`config.mk`:
```
export PLATFORM = sky130hd
export DESIGN_NAME = monster_slot_flat
export DESIGN_NICKNAME = d
export VERILOG_FILES = /design/src/rtl/monster_slot_if.sv /design/src/rtl/monster_slot.sv /design/src/flat_wrapper.sv
export SDC_FILE = /design/constraint.sdc
export NUM_CORES = 1
export LEC_CHECK = 0
export BUFFER_PORTS_ARGS = -buffer_cell sky130_fd_sc_hd__buf_2
export CAP_MARGIN = 10
export CORE_ASPECT_RATIO = 1.75
export CORE_MARGIN = 5
export CORE_UTILIZATION = 40
export CTS_BUF_LIST = sky130_fd_sc_hd__clkbuf_8
export CTS_CLUSTER_DIAMETER = 120
export CTS_CLUSTER_SIZE = 8
export DETAILED_ROUTE_END_ITERATION = 8
export SYNTH_ARGS = -nofsm -noshare
export SYNTH_HDL_FRONTEND = slang
export SYNTH_SLANG_ARGS = --single-unit
```
`constraint.sdc`:
```
create_clock -name Clk -period 15 [get_ports Clk]
set_input_delay 2.25 -clock Clk [delete_from_list [all_inputs] [get_ports Clk]]
set_output_delay 2.25 -clock Clk [all_outputs]
set_load 0.005 [all_outputs]
```
`src/rtl/monster_slot_if.sv`:
```
// Allocator <-> slot bundle: spawn/damage/movement strobes in, status and position out.
interface monster_slot_if;
    logic        frame_tick;
    logic        enable;
    logic [2:0]  summon_type;
    logic        hit;
    logic [7:0]  damage;
    logic        used;
    logic [2:0]  occur;
    logic [31:0] offx;
    logic [31:0] offy;
    logic        achieve;
    logic [7:0]  hp;

    modport master (
        output frame_tick, enable, summon_type, hit, damage,
        input  used, occur, offx, offy, achieve, hp
    );

    modport slave (
        input  frame_tick, enable, summon_type, hit, damage,
        output used, occur, offx, offy, achieve, hp
    );
endinterface

```
`src/rtl/monster_slot.sv`:
```
// One monster engine: spawns on an allocator request, walks a fixed 4-waypoint
// path one step per frame, takes tower damage, and retires for good at the goal.
module monster_slot #(
    parameter logic [31:0] WP0_X = 32'd0,
    parameter logic [31:0] WP0_Y = 32'd240,
    parameter logic [31:0] WP1_X = 32'd320,
    parameter logic [31:0] WP1_Y = 32'd240,
    parameter logic [31:0] WP2_X = 32'd320,
    parameter logic [31:0] WP2_Y = 32'd80,
    parameter logic [31:0] WP3_X = 32'd639,
    parameter logic [31:0] WP3_Y = 32'd80
) (
    input  logic           Clk,
    input  logic           Reset_n,
    monster_slot_if.slave  bus
);

    typedef enum logic [1:0] {IDLE, WALK, DEAD, GOAL} state_t;

    state_t      r_state;
    state_t      w_nextState;
    logic [2:0]  r_type;
    logic [1:0]  r_wpIdx;
    logic [31:0] r_offx;
    logic [31:0] r_offy;
    logic [7:0]  r_hp;

    logic        w_spawn;
    logic        w_kill;
    logic        w_move;
    logic        w_arrive;
    logic [31:0] w_speed;
    logic [31:0] w_tgtX;
    logic [31:0] w_tgtY;
    logic [31:0] w_stepX;
    logic [31:0] w_stepY;
    logic [7:0]  w_spawnHp;

    // Step toward the target by spd, landing exactly on it rather than overshooting.
    function automatic logic [31:0] stepToward(input logic [31:0] cur,
                                               input logic [31:0] tgt,
                                               input logic [31:0] spd);
        if (cur < tgt)
            return ((tgt - cur) <= spd) ? tgt : cur + spd;
        else if (cur > tgt)
            return ((cur - tgt) <= spd) ? tgt : cur - spd;
        else
            return cur;
    endfunction

    always_comb begin
        w_tgtX = WP0_X;
        w_tgtY = WP0_Y;
        case (r_wpIdx)
            2'd0: begin w_tgtX = WP0_X; w_tgtY = WP0_Y; end
            2'd1: begin w_tgtX = WP1_X; w_tgtY = WP1_Y; end
            2'd2: begin w_tgtX = WP2_X; w_tgtY = WP2_Y; end
            default: begin w_tgtX = WP3_X; w_tgtY = WP3_Y; end
        endcase
    end

    always_comb begin
        w_spawnHp = 8'd80;
        case (bus.summon_type)
            3'd1:    w_spawnHp = 8'd10;
            3'd2:    w_spawnHp = 8'd20;
            3'd3:    w_spawnHp = 8'd40;
            default: w_spawnHp = 8'd80;
        endcase
    end

    // A kill suppresses movement, so a kill on the final step never reaches GOAL.
    assign w_spawn  = (r_state == IDLE) && bus.enable && (bus.summon_type != 3'd0);
    assign w_kill   = (r_state == WALK) && bus.hit && (bus.damage >= r_hp);
    assign w_move   = (r_state == WALK) && bus.frame_tick && !w_kill;
    assign w_speed  = (r_type == 3'd1) ? 32'd2 : 32'd1;
    assign w_stepX  = (r_offx != w_tgtX) ? stepToward(r_offx, w_tgtX, w_speed) : r_offx;
    assign w_stepY  = (r_offx != w_tgtX) ? r_offy : stepToward(r_offy, w_tgtY, w_speed);
    assign w_arrive = w_move && (w_stepX == w_tgtX) && (w_stepY == w_tgtY);

    always_ff @(posedge Clk or negedge Reset_n) begin
        if (!Reset_n)
            r_state <= IDLE;
        else
            r_state <= w_nextState;
    end

    always_comb begin
        w_nextState = r_state;
        case (r_state)
            IDLE:    if (w_spawn) w_nextState = WALK;
            WALK: begin
                if (w_kill)
                    w_nextState = DEAD;
                else if (w_arrive && (r_wpIdx == 2'd3))
                    w_nextState = GOAL;
            end
            DEAD:    w_nextState = IDLE;
            default: w_nextState = GOAL;
        endcase
    end

    always_comb begin
        bus.used    = (r_state != IDLE);
        bus.occur   = (r_state == WALK) ? r_type : 3'd0;
        bus.achieve = (r_state == GOAL);
        bus.offx    = r_offx;
        bus.offy    = r_offy;
        bus.hp      = r_hp;
    end

    always_ff @(posedge Clk or negedge Reset_n) begin
        if (!Reset_n) begin
            r_type  <= 3'd0;
            r_wpIdx <= 2'd0;
            r_offx  <= 32'd0;
            r_offy  <= 32'd0;
            r_hp    <= 8'd0;
        end else begin
            case (r_state)
                IDLE: begin
                    if (w_spawn) begin
                        r_type  <= bus.summon_type;
                        r_wpIdx <= 2'd1;
                        r_offx  <= WP0_X;
                        r_offy  <= WP0_Y;
                        r_hp    <= w_spawnHp;
                    end
                end
                WALK: begin
                    if (w_kill) begin
                        r_hp <= 8'd0;
                    end else begin
                        if (bus.hit)
                            r_hp <= r_hp - bus.damage;
                        if (w_move) begin
                            r_offx <= w_stepX;
                            r_offy <= w_stepY;
                            if (w_arrive && (r_wpIdx != 2'd3))
                                r_wpIdx <= r_wpIdx + 2'd1;
                        end
                    end
                end
                DEAD:    r_hp <= 8'd0;
                default: ;
            endcase
        end
    end

endmodule

```
`src/flat_wrapper.sv`:
```
// flat-port wrapper written by rule: the top's interface ports become plain ports
module monster_slot_flat 
#(
    parameter logic [31:0] WP0_X = 32'd0,
    parameter logic [31:0] WP0_Y = 32'd240,
    parameter logic [31:0] WP1_X = 32'd320,
    parameter logic [31:0] WP1_Y = 32'd240,
    parameter logic [31:0] WP2_X = 32'd320,
    parameter logic [31:0] WP2_Y = 32'd80,
    parameter logic [31:0] WP3_X = 32'd639,
    parameter logic [31:0] WP3_Y = 32'd80
)
  (Clk, Reset_n, bus_frame_tick, bus_enable, bus_summon_type, bus_hit, bus_damage, bus_used, bus_occur, bus_offx, bus_offy, bus_achieve, bus_hp);
  monster_slot_if bus_i ();
  input  logic Clk;
  input  logic Reset_n;
  input wire logic [$bits(bus_i.frame_tick)-1:0] bus_frame_tick;
  input wire logic [$bits(bus_i.enable)-1:0] bus_enable;
  input wire logic [$bits(bus_i.summon_type)-1:0] bus_summon_type;
  input wire logic [$bits(bus_i.hit)-1:0] bus_hit;
  input wire logic [$bits(bus_i.damage)-1:0] bus_damage;
  output wire logic [$bits(bus_i.used)-1:0] bus_used;
  output wire logic [$bits(bus_i.occur)-1:0] bus_occur;
  output wire logic [$bits(bus_i.offx)-1:0] bus_offx;
  output wire logic [$bits(bus_i.offy)-1:0] bus_offy;
  output wire logic [$bits(bus_i.achieve)-1:0] bus_achieve;
  output wire logic [$bits(bus_i.hp)-1:0] bus_hp;
  assign bus_i.frame_tick = bus_frame_tick;
  assign bus_i.enable = bus_enable;
  assign bus_i.summon_type = bus_summon_type;
  assign bus_i.hit = bus_hit;
  assign bus_i.damage = bus_damage;
  assign bus_used = bus_i.used;
  assign bus_occur = bus_i.occur;
  assign bus_offx = bus_i.offx;
  assign bus_offy = bus_i.offy;
  assign bus_achieve = bus_i.achieve;
  assign bus_hp = bus_i.hp;
  monster_slot #(.WP0_X(WP0_X), .WP0_Y(WP0_Y), .WP1_X(WP1_X), .WP1_Y(WP1_Y), .WP2_X(WP2_X), .WP2_Y(WP2_Y), .WP3_X(WP3_X), .WP3_Y(WP3_Y)) u_core (.Clk(Clk), .Reset_n(Reset_n), .bus(bus_i));
endmodule
```
## Word-level counts from Yosys, hierarchy flattened

Index checks and enable logic that the tools add are counted.

- Register bits: 79
- Output and inout bits: 77

- Add/subtract/negate cells: 10
- $lt $le $gt $ge: 9
- Eq/ne operators: 20
- Muxes and demuxes: 35
- Reduce and logical (&&, ||, !) cells: 24

Operator list:

| operator | number |
|---|---|
| 32-bit 2-to-1 mux | 16 |
| 32-bit <= comparator | 4 |
| 32-bit case mux with 2 select lines | 2 |
| 32-bit adder | 2 |
| 32-bit subtractor | 2 |
| 32-bit by 10-bit == test with 1-bit output | 1 |
| 32-bit by 8-bit == test with 1-bit output | 1 |
| 32-bit by 10-bit > comparator with 1-bit output | 1 |
| 32-bit by 8-bit > comparator with 1-bit output | 1 |
| 32-bit by 10-bit < comparator with 1-bit output | 1 |
| 32-bit by 8-bit < comparator with 1-bit output | 1 |
| 8-bit 2-to-1 mux | 4 |
| 32-bit by 10-bit != test with 1-bit output | 1 |
| 10-bit by 32-bit subtractor with 32-bit output | 1 |
| 32-bit by 10-bit subtractor with 32-bit output | 1 |
| 32-bit by 8-bit subtractor with 32-bit output | 1 |
| 8-bit by 32-bit subtractor with 32-bit output | 1 |
| 8-bit case mux with 3 select lines | 1 |
| 7-bit case mux with 3 select lines | 1 |
| 10-bit case mux with 2 select lines | 1 |
| 2-bit 2-to-1 mux | 7 |
| 1-bit logical AND | 10 |
| 2-bit == test, second input constant | 4 |
| 8-bit >= comparator | 1 |
| 20 further kinds | 32 |

## Logic depth before layout (Yosys ltp)

- Depth after elaboration: 17
- Depth in mapped cells: 22
- Depth with buffers taken out: 19

## Worst setup path before layout

No wires, ideal clock.

- Kind: input to register
- Start: in bus_damage[0]
- End: reg u_core.r_wpIdx[1]
- Arrival time: 4.954 ns
- Data required time: 14.869 ns
- Path slack: 9.915 ns
- Stages: 16
- Path buffers: 0
- Cells stage by stage: ha_1 inv_1 fa_1 a21o_1 a21oi_1 o21ai_0 o311ai_0 o21ai_0 nand2_1 nor2_1 nand3_1 nor4_1 nand4_1 nor4_4 a211oi_1 or3_1

- Longest elaborated chain between the ends: 9
- Elaborated cells on any way between the ends: 11

Ends and longest elaborated chain:

| item | line | RTL |
|---|---|---|
| start: declaration | flat_wrapper.sv:21 | `input wire logic [$bits(bus_i.damage)-1:0] bus_damage;` |
| 8-bit >= comparator * | monster_slot.sv:74 | `assign w_kill = (r_state == WALK) && bus.hit && (bus.damage >= r_hp);` |
| 1-bit logical AND * | monster_slot.sv:74 |  |
| 1-bit logical NOT | monster_slot.sv:75 | `assign w_move = (r_state == WALK) && bus.frame_tick && !w_kill;` |
| 1-bit logical AND | monster_slot.sv:75 |  |
| 1-bit logical AND (2 in a row) | monster_slot.sv:79 | `assign w_arrive = w_move && (w_stepX == w_tgtX) && (w_stepY == w_tgtY);` |
| 1-bit logical AND | monster_slot.sv:139 | `if (w_arrive && (r_wpIdx != 2'd3))` |
| 2-bit != test (no source line) | n/a |  |
| 5-bit AND reduction (no source line) * | n/a |  |
| end signal: assignment | monster_slot.sv:140 | `r_wpIdx <= r_wpIdx + 2'd1;` |
| end: declaration | monster_slot.sv:23 | `logic [1:0] r_wpIdx;` |

Mark *: on every way between the ends. The rest lies on a longest branch, timed or not.
A chain may end at the register's enable or synchronous reset.

## Final worst setup path

- Start: reg u_core.r_wpIdx[0]
- End: reg u_core.r_wpIdx[1]

- Longest elaborated chain between the ends: 15
- Elaborated cells on any way between the ends: 43

Ends and longest elaborated chain:

| item | line | RTL |
|---|---|---|
| 2-bit == test / 2-bit by 1-bit == test with 1-bit output (equally long branches) | monster_slot.sv:54 | `case (r_wpIdx)` |
| 2-bit OR reduction (no source line) | n/a |  |
| 10-bit case mux with 2 select lines | monster_slot.sv:54 |  |
| 32-bit by 10-bit subtractor with 32-bit output | monster_slot.sv:46 | `return ((cur - tgt) <= spd) ? tgt : cur - spd;` |
| 32-bit <= comparator | monster_slot.sv:46 |  |
| 32-bit 2-to-1 mux | monster_slot.sv:46 |  |
| 32-bit 2-to-1 mux | monster_slot.sv:45 | `else if (cur > tgt)` |
| 32-bit 2-to-1 mux | monster_slot.sv:43 | `if (cur < tgt)` |
| 32-bit 2-to-1 mux | monster_slot.sv:77 | `assign w_stepX = (r_offx != w_tgtX) ? stepToward(r_offx, w_tgtX, w_speed) : r_offx;` |
| 32-bit by 10-bit == test with 1-bit output | monster_slot.sv:79 |  |
| 1-bit logical AND (2 in a row) | monster_slot.sv:79 |  |
| 1-bit logical AND | monster_slot.sv:139 |  |
| 2-bit != test (no source line) | n/a |  |
| 5-bit AND reduction (no source line) | n/a |  |

Several ways; a longest one is shown, not always the timed one. The select of a mux whose other input is x is not followed.

==> flow_summary.ini <==
[status]
outcome = completed

[synthesis]
synth_fp_nets = 1518
ys_seq_area_share_pct = 18.8
async_reset_ff_share_pct = 100
yosysWarnings = 0
synthCells = 1450
syn_area_per_cell_um2 = 7.24
syn_area_um2 = 10500
yosys_most_used_dff = dfrtp_1
yosys-top-cells-area = dfrtp_1, ha_1, o21ai_0
synth_edf_count = 0
synth_cell_types = 98
synth_seq_cells = 79
synth_top_cell_by_area = dfrtp_1
synth_top_area_share_pct = 18.8

[clock_network]
clockBufferDepth = 2
cts_buffers = 9
cts_resized = 0
cts-root-buf = clkbuf_8
clock-sinks = 79
h-tree-depth = 3
postCtsSetupBuffers = 0
ctsHoldBuffers = 0
cts_tree = yes
clock_latency_ns = 0.41
cts.clk_slew.worst_paths_ns = 0.09

[worst_setup_path]
path_buf_inv = 1
startpoint_type = flip-flop
path_max_fanout = 19
cp-startpoint = u_core.r_wpIdx[0]$_DFFE_PN0P_
worstPathRequired_ns = 15.29
rr_endpoint = u_core.r_wpIdx[1]$_DFFE_PN0P_
crit_slowest_cell = nor4_1
crit_path_frequent_cell = ha_1
critPathKind = reg -> reg
endpoint = u_core.r_wpIdx[1]$_DFFE_PN0P_
timing.reg2reg.setup_slack_ns = 8.43
reg2reg_from = u_core.r_wpIdx[0]$_DFFE_PN0P_
path_depth = 15
path_cells = inv_1 > ha_1 > ha_1 > nand4bb_1 > a211oi_1 > o21ai_0 > mux2i_1 > or4_1 > nor4_1 > nor2_1 > a31oi_1 > a2111oi_1 > mux2_4 > a32o_1 > or3_1
reg2regPathDepth = 15
critPathTopFamily = simple AND/OR/NAND/NOR gates
crit_path_end_kind = flip-flop
slowest_delay_ns = 1.00
arrival_ns = 6.86

[route]
drc = 0
wl_per_cell_um = 27.1
antenna_left = 0
vias = 12600
drt_first_pass_iters = 6
vias_per_cell = 7.05
drt-initial-drc-count = 1308
wl_mm = 48.4

[sta]
hold_violations = 0
max_freq_ghz = 0.152
timing.slew.headroom_pct = 12.1
period_needed_ns = 6.57
tightest_slew_ns = 1.30
finalMaxSlewViolations = 0
fin_skew_ns = 0.0146
setup_viol = 0
setup_tns_ns = 0
rsz0062_at_grt = no
period_share_pct = 43.8

[grt]
gr-total-overflow = 0
grt_pass1_wl_mm = 73.7
grt_pass1_vias = 12400
grtUsageTotal_pct = 31.7
grt_max_degree = 55
antenna_found_initial = 1

[final_layout]
fill_cells = 2738
syn_to_final_growth_pct = 7.93
final_cell_mix = nand2_1, o21ai_0, nor2_1
finalNetCount = 1528
drive_above_1_share_pct = 11.9
final_common_cell = nand2_1

[floorplanning]
core_area_um2 = 26000
rows = 78
die_area_um2 = 29700
io-pin-count = 93
die_x_um = 132
start_util_pct = 40.4
die_h_um = 224

[flow_run]
drv_cap = 0

[placement]
io_buffers = 92
place.gp.congestion = 1.04
dp_hpwl_mm = 36.9

[worst_hold_path]
hold_path_class = reg -> reg
whs_path_depth = 1
hp-start = u_core.r_type[0]$_DFFE_PN0P_
[area by class of cell]
class                      instances  area (um^2)  area share (%)
multi-input combinational       1205         7870            69.5
sequential                        79         1980            17.5
timing repair buffer             117          651            5.75
tap                              320          400            3.54
inverter                          48          180            1.59
clock buffer                      10          138            1.22
clock inverter                     6          108           0.950
antenna                            1         2.50          0.0221
[Yosys cell counts (9+ instances only)]
| library cell | n |
|---|---|
| nand2_1 | 131 |
| o21ai_0 | 114 |
| nor2_1 | 105 |
| clkbuf_1 | 104 |
| dfrtp_1 | 79 |
| a21oi_1 | 77 |
| nand3_1 | 62 |
| nor3_1 | 57 |
| nor4_1 | 51 |
| inv_1 | 47 |
| ha_1 | 46 |
| o31ai_1 | 37 |
| or3_1 | 36 |
| or4_1 | 34 |
| nand4_1 | 29 |
| xnor2_1 | 29 |
| a22o_1 | 24 |
| a211oi_1 | 22 |
| and3_1 | 21 |
| nor2b_1 | 19 |
| nand2b_1 | 18 |
| xor2_1 | 17 |
| a31oi_1 | 16 |
| and2_1 | 13 |
| a21o_1 | 12 |
| o211ai_1 | 12 |
| o21a_1 | 11 |
| o22ai_1 | 10 |
| buf_2 | 9 |
| o41ai_1 | 9 |
[through the flow]
step | setup slack, ns | utilization, % | cell area, um^2 | std cells | hold slack (ns)
final | 8.43 | 43.6 | 11300 | 1786 | 0.519
after CTS | 8.58 | 43.6 | 11300 | 1785 | 0.523
after global routing | 8.17 | 43.6 | 11300 | 1786 | 0.543
after detailed placement | 8.60 | 42.7 | 11100 | 1769 | 0.503
after floorplan | 9.92 | - | 10500 | 1450 | 0.472
after global placement | 8.60 | 42.7 | 11100 | 1769 | 0.500
[metal layers]
layer  vias to the layer above  routed length, um  global-route usage, %
met5                         -                  0                      0
li1                       5571                  -                      -
met3                       283               2840                   4.61
met4                         0               5200                   29.2
met1                      6022              16100                   31.5
met2                       721              24300                   56.4
[flip-flops by register name, indices dropped and copies added (netlist names)]
register	count
u_core.r_state	2
u_core.r_wpIdx	2
u_core.r_type	3
u_core.bus.offx	32
u_core.bus.hp	8
u_core.bus.offy	32
[kinds of logic after synthesis]
group / Yosys count / synth area share (%)
flops: 79 / 18.8
fa+ha+maj: 52 / 6.63
simple gates: 644 / 33.7
compound gates: 451 / 29.6
buf+inv: 166 / 6.19
xor+xnor: 46 / 3.84
mux: 12 / 1.26
[worst min-delay path by stage]
| stage | slack (ns) | endpoint |
|---|---|---|
| 2_1_floorplan | 0.47 | u_core.r_type[1]$_DFFE_PN0P_ |
| 3_3_place_gp | 0.50 | u_core.r_type[1]$_DFFE_PN0P_ |
| 3_5_place_dp | 0.50 | u_core.r_type[0]$_DFFE_PN0P_ |
| 4_1_cts | 0.52 | u_core.r_type[0]$_DFFE_PN0P_ |
| 5_1_grt | 0.54 | u_core.r_type[0]$_DFFE_PN0P_ |
| 6_report | 0.52 | u_core.r_type[0]$_DFFE_PN0P_ |
Power is left out: the tool's default activity adds up to more than one toggle a clock period on the data nets, which glitch-free logic cannot reach.
